--- src/rtl/slow_window_ctl_pkg.sv ---
// Shared definitions for the slow-peripheral window controller.
//   state_e             : window FSM states
//   Bit*                : bit positions in the slow-peripheral settings register
//   DefaultSlowTimeout  : reset value of the SlowTimeout setting field
package slow_window_ctl_pkg;

  typedef enum logic [1:0] {
    StIdle   = 2'd0,
    StAccess = 2'd1,
    StHold   = 2'd2
  } state_e;

  localparam int unsigned BitIack      = 7;
  localparam int unsigned BitVia       = 6;
  localparam int unsigned BitIwm       = 5;
  localparam int unsigned BitScc       = 4;
  localparam int unsigned BitScsi      = 3;
  localparam int unsigned BitSnd       = 2;
  localparam int unsigned BitClockGate = 1;

  localparam logic [3:0] DefaultSlowTimeout = 4'h3;

endpackage

--- src/rtl/slow_window_ctl_tick_prescaler.sv ---
// Free-running prescaler producing one tick every TICK_DIV enabled cycles.
//   clk    : clock, rising edge
//   rst_n  : asynchronous active-low reset, count -> 0
//   clear  : synchronous clear to 0 (wins over enable)
//   enable : advance the count this cycle; count holds otherwise
//   tick   : high in the enabled cycle whose count is TICK_DIV-1 (count wraps to 0)
module slow_window_ctl_tick_prescaler #(
  parameter int unsigned TICK_DIV = 256
) (
  input  logic clk,
  input  logic rst_n,
  input  logic clear,
  input  logic enable,
  output logic tick
);

  localparam int unsigned Width = $clog2(TICK_DIV);
  localparam logic [Width-1:0] Last = Width'(TICK_DIV - 1);

  logic [Width-1:0] count_q, count_d;
  logic             at_last;

  assign at_last = (count_q == Last);

  always_comb begin
    count_d = count_q;
    if (clear) begin
      count_d = '0;
    end else if (enable) begin
      count_d = at_last ? '0 : count_q + Width'(1);
    end
  end

  always_ff @(posedge clk or negedge rst_n) begin
    if (!rst_n) begin
      count_q <= '0;
    end else begin
      count_q <= count_d;
    end
  end

  assign tick = enable & ~clear & at_last;

endmodule

--- src/rtl/slow_window_ctl.sv ---
// Slow-window controller: asserts Slow while an enabled legacy I/O device is
// accessed, then holds it for SlowTimeout prescaled ticks after the access.
//   CLK, nPOR           : clock (rising edge), asynchronous active-low reset
//   BACT                : bus cycle active
//   IACKCS..SndCS       : decoded device selects, valid while BACT is high
//   SlowIACK..SlowSnd   : per-device slow enables from the settings register
//   SlowClockGate       : request clock gating during the window (sampled at ACCESS entry)
//   SlowTimeout[3:0]    : hold length in ticks (sampled at ACCESS->HOLD)
//   Slow                : registered, request native-speed operation
//   ClockGate           : registered, Slow AND the sampled SlowClockGate
//   HoldCount[3:0]      : remaining hold ticks
module slow_window_ctl
  import slow_window_ctl_pkg::*;
#(
  parameter int unsigned TICK_DIV = 256
) (
  input  logic       CLK,
  input  logic       nPOR,
  input  logic       BACT,
  input  logic       IACKCS,
  input  logic       VIACS,
  input  logic       IWMCS,
  input  logic       SCCCS,
  input  logic       SCSICS,
  input  logic       SndCS,
  input  logic       SlowIACK,
  input  logic       SlowVIA,
  input  logic       SlowIWM,
  input  logic       SlowSCC,
  input  logic       SlowSCSI,
  input  logic       SlowSnd,
  input  logic       SlowClockGate,
  input  logic [3:0] SlowTimeout,
  output logic       Slow,
  output logic       ClockGate,
  output logic [3:0] HoldCount
);

  state_e     state_q, state_d;
  logic       bact_r_q;
  logic       armed_q;
  logic       slow_q, slow_d;
  logic       cg_q, cg_d;
  logic [3:0] hold_q, hold_d;

  logic [7:0] sel_vec, en_vec;
  logic       hit, start;
  logic       presc_clear, presc_en, tick;

  // Selects and enables laid out in settings-register bit order.
  always_comb begin
    sel_vec          = '0;
    en_vec           = '0;
    sel_vec[BitIack] = IACKCS;
    sel_vec[BitVia]  = VIACS;
    sel_vec[BitIwm]  = IWMCS;
    sel_vec[BitScc]  = SCCCS;
    sel_vec[BitScsi] = SCSICS;
    sel_vec[BitSnd]  = SndCS;
    en_vec[BitIack]  = SlowIACK;
    en_vec[BitVia]   = SlowVIA;
    en_vec[BitIwm]   = SlowIWM;
    en_vec[BitScc]   = SlowSCC;
    en_vec[BitScsi]  = SlowSCSI;
    en_vec[BitSnd]   = SlowSnd;
  end

  assign hit = |(sel_vec & en_vec);

  // armed_q blocks the first cycle after reset release: a bus cycle already in
  // flight when reset lifts has no rising BACT edge and must not open a window.
  assign start = BACT & ~bact_r_q & armed_q & hit;

  // Prescaler runs only in HOLD; a retrigger freezes it until the next BACT fall.
  assign presc_en    = (state_q == StHold) & ~start;
  assign presc_clear = (state_q == StAccess) & ~BACT;

  slow_window_ctl_tick_prescaler #(
    .TICK_DIV(TICK_DIV)
  ) u_tick_prescaler (
    .clk   (CLK),
    .rst_n (nPOR),
    .clear (presc_clear),
    .enable(presc_en),
    .tick  (tick)
  );

  always_ff @(posedge CLK or negedge nPOR) begin
    if (!nPOR) begin
      state_q  <= StIdle;
      bact_r_q <= 1'b0;
      armed_q  <= 1'b0;
      slow_q   <= 1'b0;
      cg_q     <= 1'b0;
      hold_q   <= '0;
    end else begin
      state_q  <= state_d;
      bact_r_q <= BACT;
      armed_q  <= 1'b1;
      slow_q   <= slow_d;
      cg_q     <= cg_d;
      hold_q   <= hold_d;
    end
  end

  always_comb begin
    state_d = state_q;
    hold_d  = hold_q;
    cg_d    = cg_q;
    unique case (state_q)
      StIdle: begin
        if (start) begin
          state_d = StAccess;
          cg_d    = SlowClockGate;
        end
      end
      StAccess: begin
        if (!BACT) begin
          if (SlowTimeout != 4'd0) begin
            state_d = StHold;
            hold_d  = SlowTimeout;
          end else begin
            state_d = StIdle;
            hold_d  = '0;
            cg_d    = 1'b0;
          end
        end
      end
      StHold: begin
        if (start) begin
          state_d = StAccess;
          cg_d    = SlowClockGate;
        end else if (tick) begin
          if (hold_q == 4'd1) begin
            state_d = StIdle;
            hold_d  = '0;
            cg_d    = 1'b0;
          end else begin
            hold_d = hold_q - 4'd1;
          end
        end
      end
      default: begin
        state_d = StIdle;
        hold_d  = '0;
        cg_d    = 1'b0;
      end
    endcase
    slow_d = (state_d != StIdle);
  end

  always_comb begin
    Slow      = slow_q;
    ClockGate = cg_q;
    HoldCount = hold_q;
  end

endmodule
--- config.mk ---
export PLATFORM = sky130hd
export DESIGN_NAME = slow_window_ctl
export DESIGN_NICKNAME = d
export VERILOG_FILES = /design/src/rtl/slow_window_ctl_pkg.sv /design/src/rtl/slow_window_ctl_tick_prescaler.sv /design/src/rtl/slow_window_ctl.sv
export SDC_FILE = /design/constraint.sdc
export NUM_CORES = 1
export LEC_CHECK = 0
export CAP_MARGIN = 30
export CORE_MARGIN = 5
export CORE_UTILIZATION = 45
export DETAILED_ROUTE_END_ITERATION = 10
export PLACE_DENSITY = 0.8
export SLEW_MARGIN = 20
export SYNTH_ARGS = -nofsm -noshare
export SYNTH_HDL_FRONTEND = slang
export SYNTH_HIERARCHICAL = 1
export SYNTH_SLANG_ARGS = --single-unit
--- constraint.sdc ---
create_clock -name CLK -period 7.8 [get_ports CLK]
set_clock_uncertainty 0.2 [all_clocks]
set_input_delay 1.56 -clock CLK [delete_from_list [all_inputs] [get_ports CLK]]
set_output_delay 1.56 -clock CLK [all_outputs]
set_load 0.02 [all_outputs]
# Yosys cells after proc, flatten, opt, wreduce, memory -nomap -nowiden
# Index checks and enable logic that the tools add are counted.
# totals
output_inout_bits	6
word_cells	63
input_bits	20
ff_bits	18
# op_classes
reduce_logical	7
addsub	2
mux	23
n_eq_ne	11
bitwise	13
# op_table
operator	n
2-to-1 mux 8 bit	3
2-to-1 mux 4 bit	5
2-to-1 mux 2 bit	6
case mux 4 bit (3 select lines)	1
inequality test 2 bit (second input constant)	5
adder 8 x 1 -> 8 bit (second input constant)	1
bitwise AND 8 bit	1
== test 8 bit (second input constant)	1
OR reduction 8 bit	1
bitwise AND 1 bit	7
2-to-1 mux 1 bit	6
case mux 2 bit (3 select lines)	1
inverter 1 bit	5
AND reduction 5 bit	1
== test 4 x 1 -> 1 bit (second input constant)	1
AND reduction 4 bit	1
nonzero test 2 bit	2
nonzero test 4 bit	1
subtractor 4 x 1 -> 4 bit (second input constant)	1
inequality test 3 x 2 -> 1 bit (second input constant)	1
inequality test 3 bit (second input constant)	1
case mux 1 bit (3 select lines)	1
== test 2 x 1 -> 1 bit (second input constant)	1
== test 2 bit (second input constant)	1
logical NOT 2 bit	1

# Depth between registers and ports, before layout
# Gate-level depths: netlist (run 1).
# depth
ltp_word	12
depth_mapped	13
ltp_nobuf	11

# By module
# The synthesis (run 1) kept the hierarchy.
# by_module_without_submodules
mod	area_each_um2	instances	seq_area_each_um2	cells_each
slow_window_ctl	696.9	1	250.2	77
slow_window_ctl_tick_prescaler	455.4	1	200.2	48

# Worst setup path after synthesis (run 1)
# No wires, ideal clock.
# synth_timing
kind	in2reg
startpoint	input port SCCCS
endpoint	register state_q[1]
n_path_buf	1
slack_ps	3985
t_required_ps	7481
arrival_ps	3496
cell_stages	11
cell_sequence	a22oi_1 > a31oi_1 > nor2_1 > buf_6 > inv_1 > or2_1 > nor3_2 > nor4bb_1 > nor2_1 > a211o_1 > and2_1
# synth_between
elab_chain_cells	10
# synth_lines
element	line_no	rtl
start: declaration	slow_window_ctl.sv:23	input logic SCCCS,
bitwise AND 8 bit	slow_window_ctl.sv:68	assign hit = |(sel_vec & en_vec);
OR reduction 8 bit	slow_window_ctl.sv:68	
bitwise AND 1 bit	slow_window_ctl.sv:72	assign start = BACT & ~bact_r_q & armed_q & hit;
inverter 1 bit	slow_window_ctl.sv:75	assign presc_en = (state_q == StHold) & ~start;
bitwise AND 1 bit	slow_window_ctl.sv:75	
via presc_en	slow_window_ctl.sv:48	logic presc_clear, presc_en, tick;
bitwise AND 1 bit (2 in series)	slow_window_ctl_tick_prescaler.sv:42	assign tick = enable & ~clear & at_last;
via tick	slow_window_ctl.sv:48	
2-to-1 mux 2 bit	slow_window_ctl.sv:133	end else if (tick) begin
2-to-1 mux 2 bit	slow_window_ctl.sv:130	if (start) begin
case mux 2 bit (3 select lines)	slow_window_ctl.sv:110	unique case (state_q)
via state_d[1]	slow_window_ctl.sv:39	state_e state_q, state_d;
end signal: assignment	slow_window_ctl.sv:90	state_q <= StIdle;
end signal: assignment	slow_window_ctl.sv:97	state_q <= state_d;
end: declaration	slow_window_ctl.sv:39	
# The timed path passes the listed nets, and every way through them passes these cells.
# A chain may end at the register's enable or synchronous reset.

# Final worst setup path (run 1)
# layout_timing
startpoint	input port SlowSCC
endpoint	register slow_q (netlist: Slow)
# layout_between
elab_chain_cells	11
# layout_lines
element	line_no	rtl
start: declaration	slow_window_ctl.sv:29	input logic SlowSCC,
bitwise AND 8 bit	slow_window_ctl.sv:68	
OR reduction 8 bit	slow_window_ctl.sv:68	
bitwise AND 1 bit	slow_window_ctl.sv:72	
inverter 1 bit	slow_window_ctl.sv:75	
bitwise AND 1 bit	slow_window_ctl.sv:75	
via presc_en	slow_window_ctl.sv:48	
bitwise AND 1 bit (2 in series)	slow_window_ctl_tick_prescaler.sv:42	
via tick	slow_window_ctl.sv:48	
2-to-1 mux 2 bit	slow_window_ctl.sv:133	
2-to-1 mux 2 bit	slow_window_ctl.sv:130	
case mux 2 bit (3 select lines)	slow_window_ctl.sv:110	
nonzero test 2 bit	slow_window_ctl.sv:149	slow_d = (state_d != StIdle);
via slow_d	slow_window_ctl.sv:42	logic slow_q, slow_d;
end signal: assignment	slow_window_ctl.sv:100	slow_q <= slow_d;
end: declaration	slow_window_ctl.sv:42	
# The timed path passes the listed nets, and every way through them passes these cells.

==> results of run 1 <==
## worst max path at each step
stage               startpoint    endpoint  slack, ns  depth (start not counted)
floorplan                SCCCS  state_q[1]       3.98                         11
global placement         SCCCS  state_q[1]       3.13                         11
detailed placement     SlowSCC        Slow       3.01                         11
CTS                    SlowSCC        Slow       3.30                         11
global route           SlowSCC        Slow       3.05                         11
finish                 SlowSCC        Slow       3.26                         11
## metal layers
layer | vias to the layer above | part of all wire
met1 | 488 | 0.44
met2 | 13 | 0.52
met5 | - | 0
li1 | 504 | -
met3 | 4 | 0.026
met4 | 0 | 0.019
## cell type report
cell class	count	area, sq um	area share
clock buffers	3	22.5	0.0155
inverters	10	37.5	0.0259
multi-input cells	93	641	0.442
flip-flops and latches	18	450	0.311
well taps	30	37.5	0.0259
repair buffers	26	262	0.180
## power by group through the flow
stage | Combinational [uW] | Clock [uW] | Sequential (uW)
6_report | 213 | 43.5 | 149
3_3_place_gp | 209 | 0 | 150
2_1_floorplan | 142 | 0 | 157
4_1_cts | 214 | 46.2 | 149
5_1_grt | 238 | 49.5 | 154
3_5_place_dp | 213 | 0 | 151
## synth_stat cells, types with 2 or more instances
cell	number	area share
ha_1	7	0.076
nand2_1	12	0.039
dfrtp_1	18	0.39
nand3b_1	2	0.013
clkbuf_1	2	0.0065
o21bai_1	2	0.013
nor2_1	8	0.026
nand3_2	2	0.017
mux2i_1	2	0.017
nand3_1	3	0.013
a31oi_1	3	0.016
or3_1	3	0.016
a211oi_1	3	0.020
a21oi_1	5	0.022
nand4_1	4	0.022
inv_1	10	0.033
xor2_1	2	0.015
o21ai_0	5	0.022
o2bb2ai_1	2	0.015
a22oi_1	4	0.026
mux2_2	2	0.020
o211ai_1	2	0.013
nor2b_1	2	0.011
## logic make-up after synthesis
group | after synthesis | synth area share
flops | 18 | 0.391
other cells | 1 | 0.00325
compound gates | 35 | 0.214
buf+inv | 14 | 0.0532
mux | 4 | 0.0369
xor+xnor | 2 | 0.0152
simple gates | 44 | 0.211
fa+ha+maj | 7 | 0.0760
## critical path, stage by stage
cell	delay, ns
clkdlybuf4s50_1	0.42
a22oi_1	0.17
a31oi_1	0.27
nor2_1	0.52
inv_1	0.17
or2_1	0.29
nor3_2	0.22
nor4bb_1	0.33
nor2_1	0.10
a211o_1	0.32
o2bb2ai_1	0.13
## registers in the layout, summed over array words and instances, names as in the netlist
signal / flops
bact_r_q: 1
armed_q: 1
state_q: 2
u_tick_prescaler/count_q: 8
Slow: 1
HoldCount: 4
ClockGate: 1
## per-stage QoR
stage | worst slack, ns | cell area (sq um) | total power (uW)
after global placement | 3.13 | 1420 | 358
final | 3.26 | 1450 | 406
after detailed placement | 3.01 | 1420 | 364
after global routing | 3.05 | 1450 | 442
after floorplan | 3.98 | 1150 | 298
after CTS | 3.30 | 1440 | 410
## placed cells by master, fill, tap and decap left out, drive strengths merged, types with 4 or more instances in the layout
cell,synthesis,routed
clkdlybuf4s50,0,25
dfrtp,18,18
nand2,12,12
inv,10,10
nor2,8,8
ha,7,7
o21ai,5,5
a21oi,5,5
nand3,5,5
a22oi,4,4
nand4,4,4
a211oi,4,4
==> impl_metrics.csv, run 1 <==
group,metric,value,unit
die,die_y,60.6,um
timing,min_period_over_period,0.582,
timing,finalSetupTns,0,ns
timing,worst_hold_slack,0.353,ns
setup_path,crit_path_end_kind,"register",
clocking,cts-root-buf,"clkbuf_4",
setup_path,critPathKind,"input pin to register",
grt,grt.met3_usage,0.0277,
die,coreArea,2450,sq um
pwr,cellPowerDensity,280,nW/um^2
die,die_w,60.6,um
hold_path,holdPathStages,2,
grt,grt_max_degree,19,
finish,fillers,196,
place,hpwlAfterDp,2010,um
synthesis,ys.flop_type,"dfrtp_1",
setup_path,r2r_start,"state_q[0]",
clocking,cts_buffers,3,
finish,postLayoutCoreUtil,0.591,
clocking,cts.reportedPaths.clkPinSlew,0.09,ns
pwr,power.switching,170,uW
clocking,cts_buffer_depth,2,
hold_path,hp-start,"ClockGate",
synthesis,ys.warnings.count,6,
routing,drtIter0Drc,33,
clocking,cts_resized,0,
grt,use_met2,0.270,
routing,wirelength,2520,um
finish,final_cells,180,
grt,grt-ovfl-total,0,
pwr,internal_power,236,uW
synthesis,async_reset_ff_frac,1.00,
setup_path,crit_fanout,8,
pwr,p_leak,0.000565,uW
pwr,swShare,0.418,
hold_path,hold_class,"register to register",
finish,num-nets-final,179,
routing,post_drt_wl_per_cell,14.0,um
synthesis,synth.avg_cell_area,9.22,sq um
routing,dr.pass1.iters,4,
grt,top_usage_layer,"met2",
synthesis,ys_ff_latch,18,
pwr,combPwrFrac,0.525,
clocking,cts_setup_buffers,0,
timing,maxSlewHeadroom,0.523,
grt,track_usage,0.156,
timing,max_freq,220,MHz
grt,grt_pass1_vias,1005,
routing,viasPerCell,5.61,
timing,finalSetupViolations,0,
setup_path,start_kind,"input pin",
synthesis,synth_fp_nets,152,
pwr,seqPwrFrac,0.368,
clocking,clkLatencyLatePin,0.28,ns
setup_path,reg2regPathDepth,11,
place,globalplace.congestion,0.824,
grt,grtUsageMet1,0.189,
timing,final-max-slew-violation-count,0,
clocking,clock-sinks,18,
setup_path,reg2reg_slack,4.41,ns
grt,grt_pass1_wl,4310,um
finish,syn_to_final_growth,25.8,%
setup_path,required,7.77,ns
routing,drtAntennaViolNets,0,
synthesis,ys_types,43,
die,rows,18,
routing,drc,0,
die,start_util,0.469,
timing,min_period,4.54,ns
synthesis,synth-seq-area-share,0.391,
timing,worst_pin_slew,0.714,ns
synthesis,netlist_instances,125,
run,max_cap_violations,0,
clocking,htree_levels,1,
finish,drive_gt1_frac,0.0800,
die,dieArea,3670,sq um
timing,finalHoldViolCount,0,
setup_path,r2r-end,"Slow",
synthesis,synth_edf_count,0,
hold_path,hold_path_end,"ClockGate",
setup_path,cp.arrival,4.51,ns
outcome,status,"complete, no violations",
routing,vias,1009,
clocking,cts_hold_buf,0,
pwr,ir_drop,0.000224,V
timing,rsz0062_at_grt,"no",
place,port_buffers,25,
die,num_io_pins,26,
pwr,p_clk_frac,0.107,
grt,antenna_found_initial,0,
clocking,cts_tree,"done",
finish,n_antenna_cell,0,
place,numPlacedInstances,176,
synthesis,syn-cell-area,1150,sq um
No activity file was read; power rests on OpenSTA's default activity.
==> run 2, diff against run 1 <==
--- a/config.mk
+++ b/config.mk
@@ -7,9 +7,9 @@
 export LEC_CHECK = 0
 export CAP_MARGIN = 30
 export CORE_MARGIN = 5
-export CORE_UTILIZATION = 45
+export CORE_UTILIZATION = 44
 export DETAILED_ROUTE_END_ITERATION = 10
-export PLACE_DENSITY = 0.8
+export PLACE_DENSITY = 0.81
 export SLEW_MARGIN = 20
 export SYNTH_ARGS = -nofsm -noshare
 export SYNTH_HDL_FRONTEND = slang
==> constraint.sdc (replaced) <==
create_clock -name CLK -period 3.9 [get_ports CLK]
set_clock_uncertainty 0.2 [all_clocks]
set_input_delay 0.78 -clock CLK [delete_from_list [all_inputs] [get_ports CLK]]
set_output_delay 0.78 -clock CLK [all_outputs]
set_load 0.02 [all_outputs]
==> run 2 against run 1 <==
Net effect: via count up 3.9%; clock power rose to 2.8 times the previous value; critical endpoint is now state_q[1]; non-clock buffer count up 1; routed wire length up 4.3%; sequential share of layout area down 0.37 points.
==> impl_metrics.csv, run 2 (synthesis gave the netlist of run 1 again) <==
group,metric,value,unit
setup_path,crit_family,"simple AND/OR/NAND/NOR gates",
outcome,status,"complete, no violations",
finish,syn_to_final_growth,27.4,%
grt,grt_max_degree,19,
setup_path,crit_chain,"clkdlybuf4s50_1 > a22oi_1 > a31oi_1 > nor2_1 > inv_1 > or2_1 > nor3_2 > nor4bb_1 > nor2_1 > a211o_1 > and2_1",
grt,grt_pass1_wl,4400,um
clocking,cts_buffers,3,
grt,antenna_found_initial,0,
die,dieArea,3740,sq um
die,die_w,61.2,um
clocking,cts_hold_buf,0,
routing,vias,1048,
timing,final-max-slew-violation-count,0,
timing,min_period_over_period,0.812,
timing,finalSetupViolations,0,
die,num_io_pins,26,
finish,regMostFlops,"u_tick_prescaler/count_q",
pwr,internal_power,498,uW
clocking,htree_levels,1,
setup_path,critPathKind,"input pin to register",
grt,grt-ovfl-total,0,
setup_path,crit_path_end_kind,"register",
place,port_buffers,25,
pwr,p_leak,0.000577,uW
finish,mostFrequentLayoutCells,"clkdlybuf4s50_1 (25), dfrtp_1 (18), nand2_1 (12)",
timing,finalSetupTns,0,ns
finish,postLayoutCoreUtil,0.587,
setup_path,start_kind,"input pin",
clocking,cts_buffer_depth,2,
clocking,clock-sinks,18,
pwr,combPwrFrac,0.509,
setup_path,crit_slowest_cell,"clkdlybuf4s50_1",
pwr,seqPwrFrac,0.348,
clocking,cts_resized,0,
finish,n_antenna_cell,0,
pwr,ir_drop,0.000381,V
routing,drc,0,
timing,max_freq,316,MHz
grt,grt_pass1_vias,1055,
setup_path,crit_fanout,4,
die,rows,18,
routing,wirelength,2620,um
pwr,p_clk_frac,0.143,
pwr,swShare,0.422,
timing,rsz0062_at_grt,"no",
clocking,cts.reportedPaths.clkPinSlew,0.12,ns
clocking,cts_setup_buffers,0,
clocking,cts_tree,"done",
timing,maxSlewHeadroom,0.456,
setup_path,max_stage_delay,0.41,ns
setup_path,cp_common_cell,"nor2_1",
timing,finalHoldViolCount,0,
timing,min_period,3.17,ns
routing,drtAntennaViolNets,0,
hold_path,hold_class,"register to register",
finish,final_common_cell,"clkdlybuf4s50_1",
die,coreArea,2500,sq um
grt,track_usage,0.152,
clocking,clkLatencyLatePin,0.30,ns
setup_path,cp.arrival,3.17,ns
finish,drive_gt1_frac,0.0921,
routing,viasPerCell,5.76,
routing,dr.pass1.iters,4,
place,globalplace.congestion,0.903,
run,max_cap_violations,0,
place,hpwlAfterDp,1970,um
setup_path,cp_num_buf_inv,2,
die,start_util,0.461,
pwr,cellPowerDensity,587,nW/um^2
die,die_y,61.2,um
routing,drtIter0Drc,63,
routing,post_drt_wl_per_cell,14.4,um
timing,worst_pin_slew,0.813,ns
finish,largest_reg_flops,8,
clocking,cts-root-buf,"clkbuf_4",
setup_path,required,3.90,ns
finish,num-nets-final,180,
pwr,power.switching,364,uW
[run 2: final cells by class]
class                      count  area [sq um]
timing repair buffer          27           265
sequential                    18           450
inverter                      10          37.5
tap                           30          37.5
multi-input combinational     93           641
fill                         213          1030
clock buffer                   4          36.3
[run 2: power by group through the flow]
stage | logic (uW) | registers [uW] | clock network (uW)
finish | 439 | 300 | 123
global route | 484 | 308 | 130
CTS | 436 | 298 | 124
detailed placement | 432 | 300 | 0
global placement | 424 | 300 | 0
floorplan | 283 | 313 | 0
[run 2: through the flow]
stage	hold slack, ns	worst slack (ns)	instance area (sq um)	total power, uW	cells
after floorplan	0.284	0.865	1150	596	125
after global placement	0.312	0.535	1430	724	178
after detailed placement	0.333	0.422	1430	733	178
after CTS	0.359	0.740	1470	859	182
after global routing	0.385	0.597	1470	923	182
final	0.365	0.732	1470	862	182
[run 2: path summary, 6_finish.rpt]
check	cells past startpoint	to	start	slack, ns
worst max-delay path	11	state_q[1]	SCCCS	0.73
worst max register to register	11	state_q[1]	state_q[0]	0.88
min in group asynchronous	1	u_tick_prescaler/count_q[6]	nPOR	0.73
worst min register to register	2	ClockGate	ClockGate	0.37
worst min-delay path	2	ClockGate	ClockGate	0.37
max in group asynchronous	1	bact_r_q	nPOR	2.26
[run 2: worst min-delay path: stages (launching register included)]
cell and delay [ns]:
dfrtp_1 0.39, nand2_1 0.06, o211ai_1 0.08
[run 2: per-layer routing]
metal	wire, um	GRT usage	vias to the layer above
li1	-	-	508
met1	1170	0.188	509
met2	1340	0.275	31
met3	110	0.0419	0
met4	0	0.0124	0
met5	0	0	-
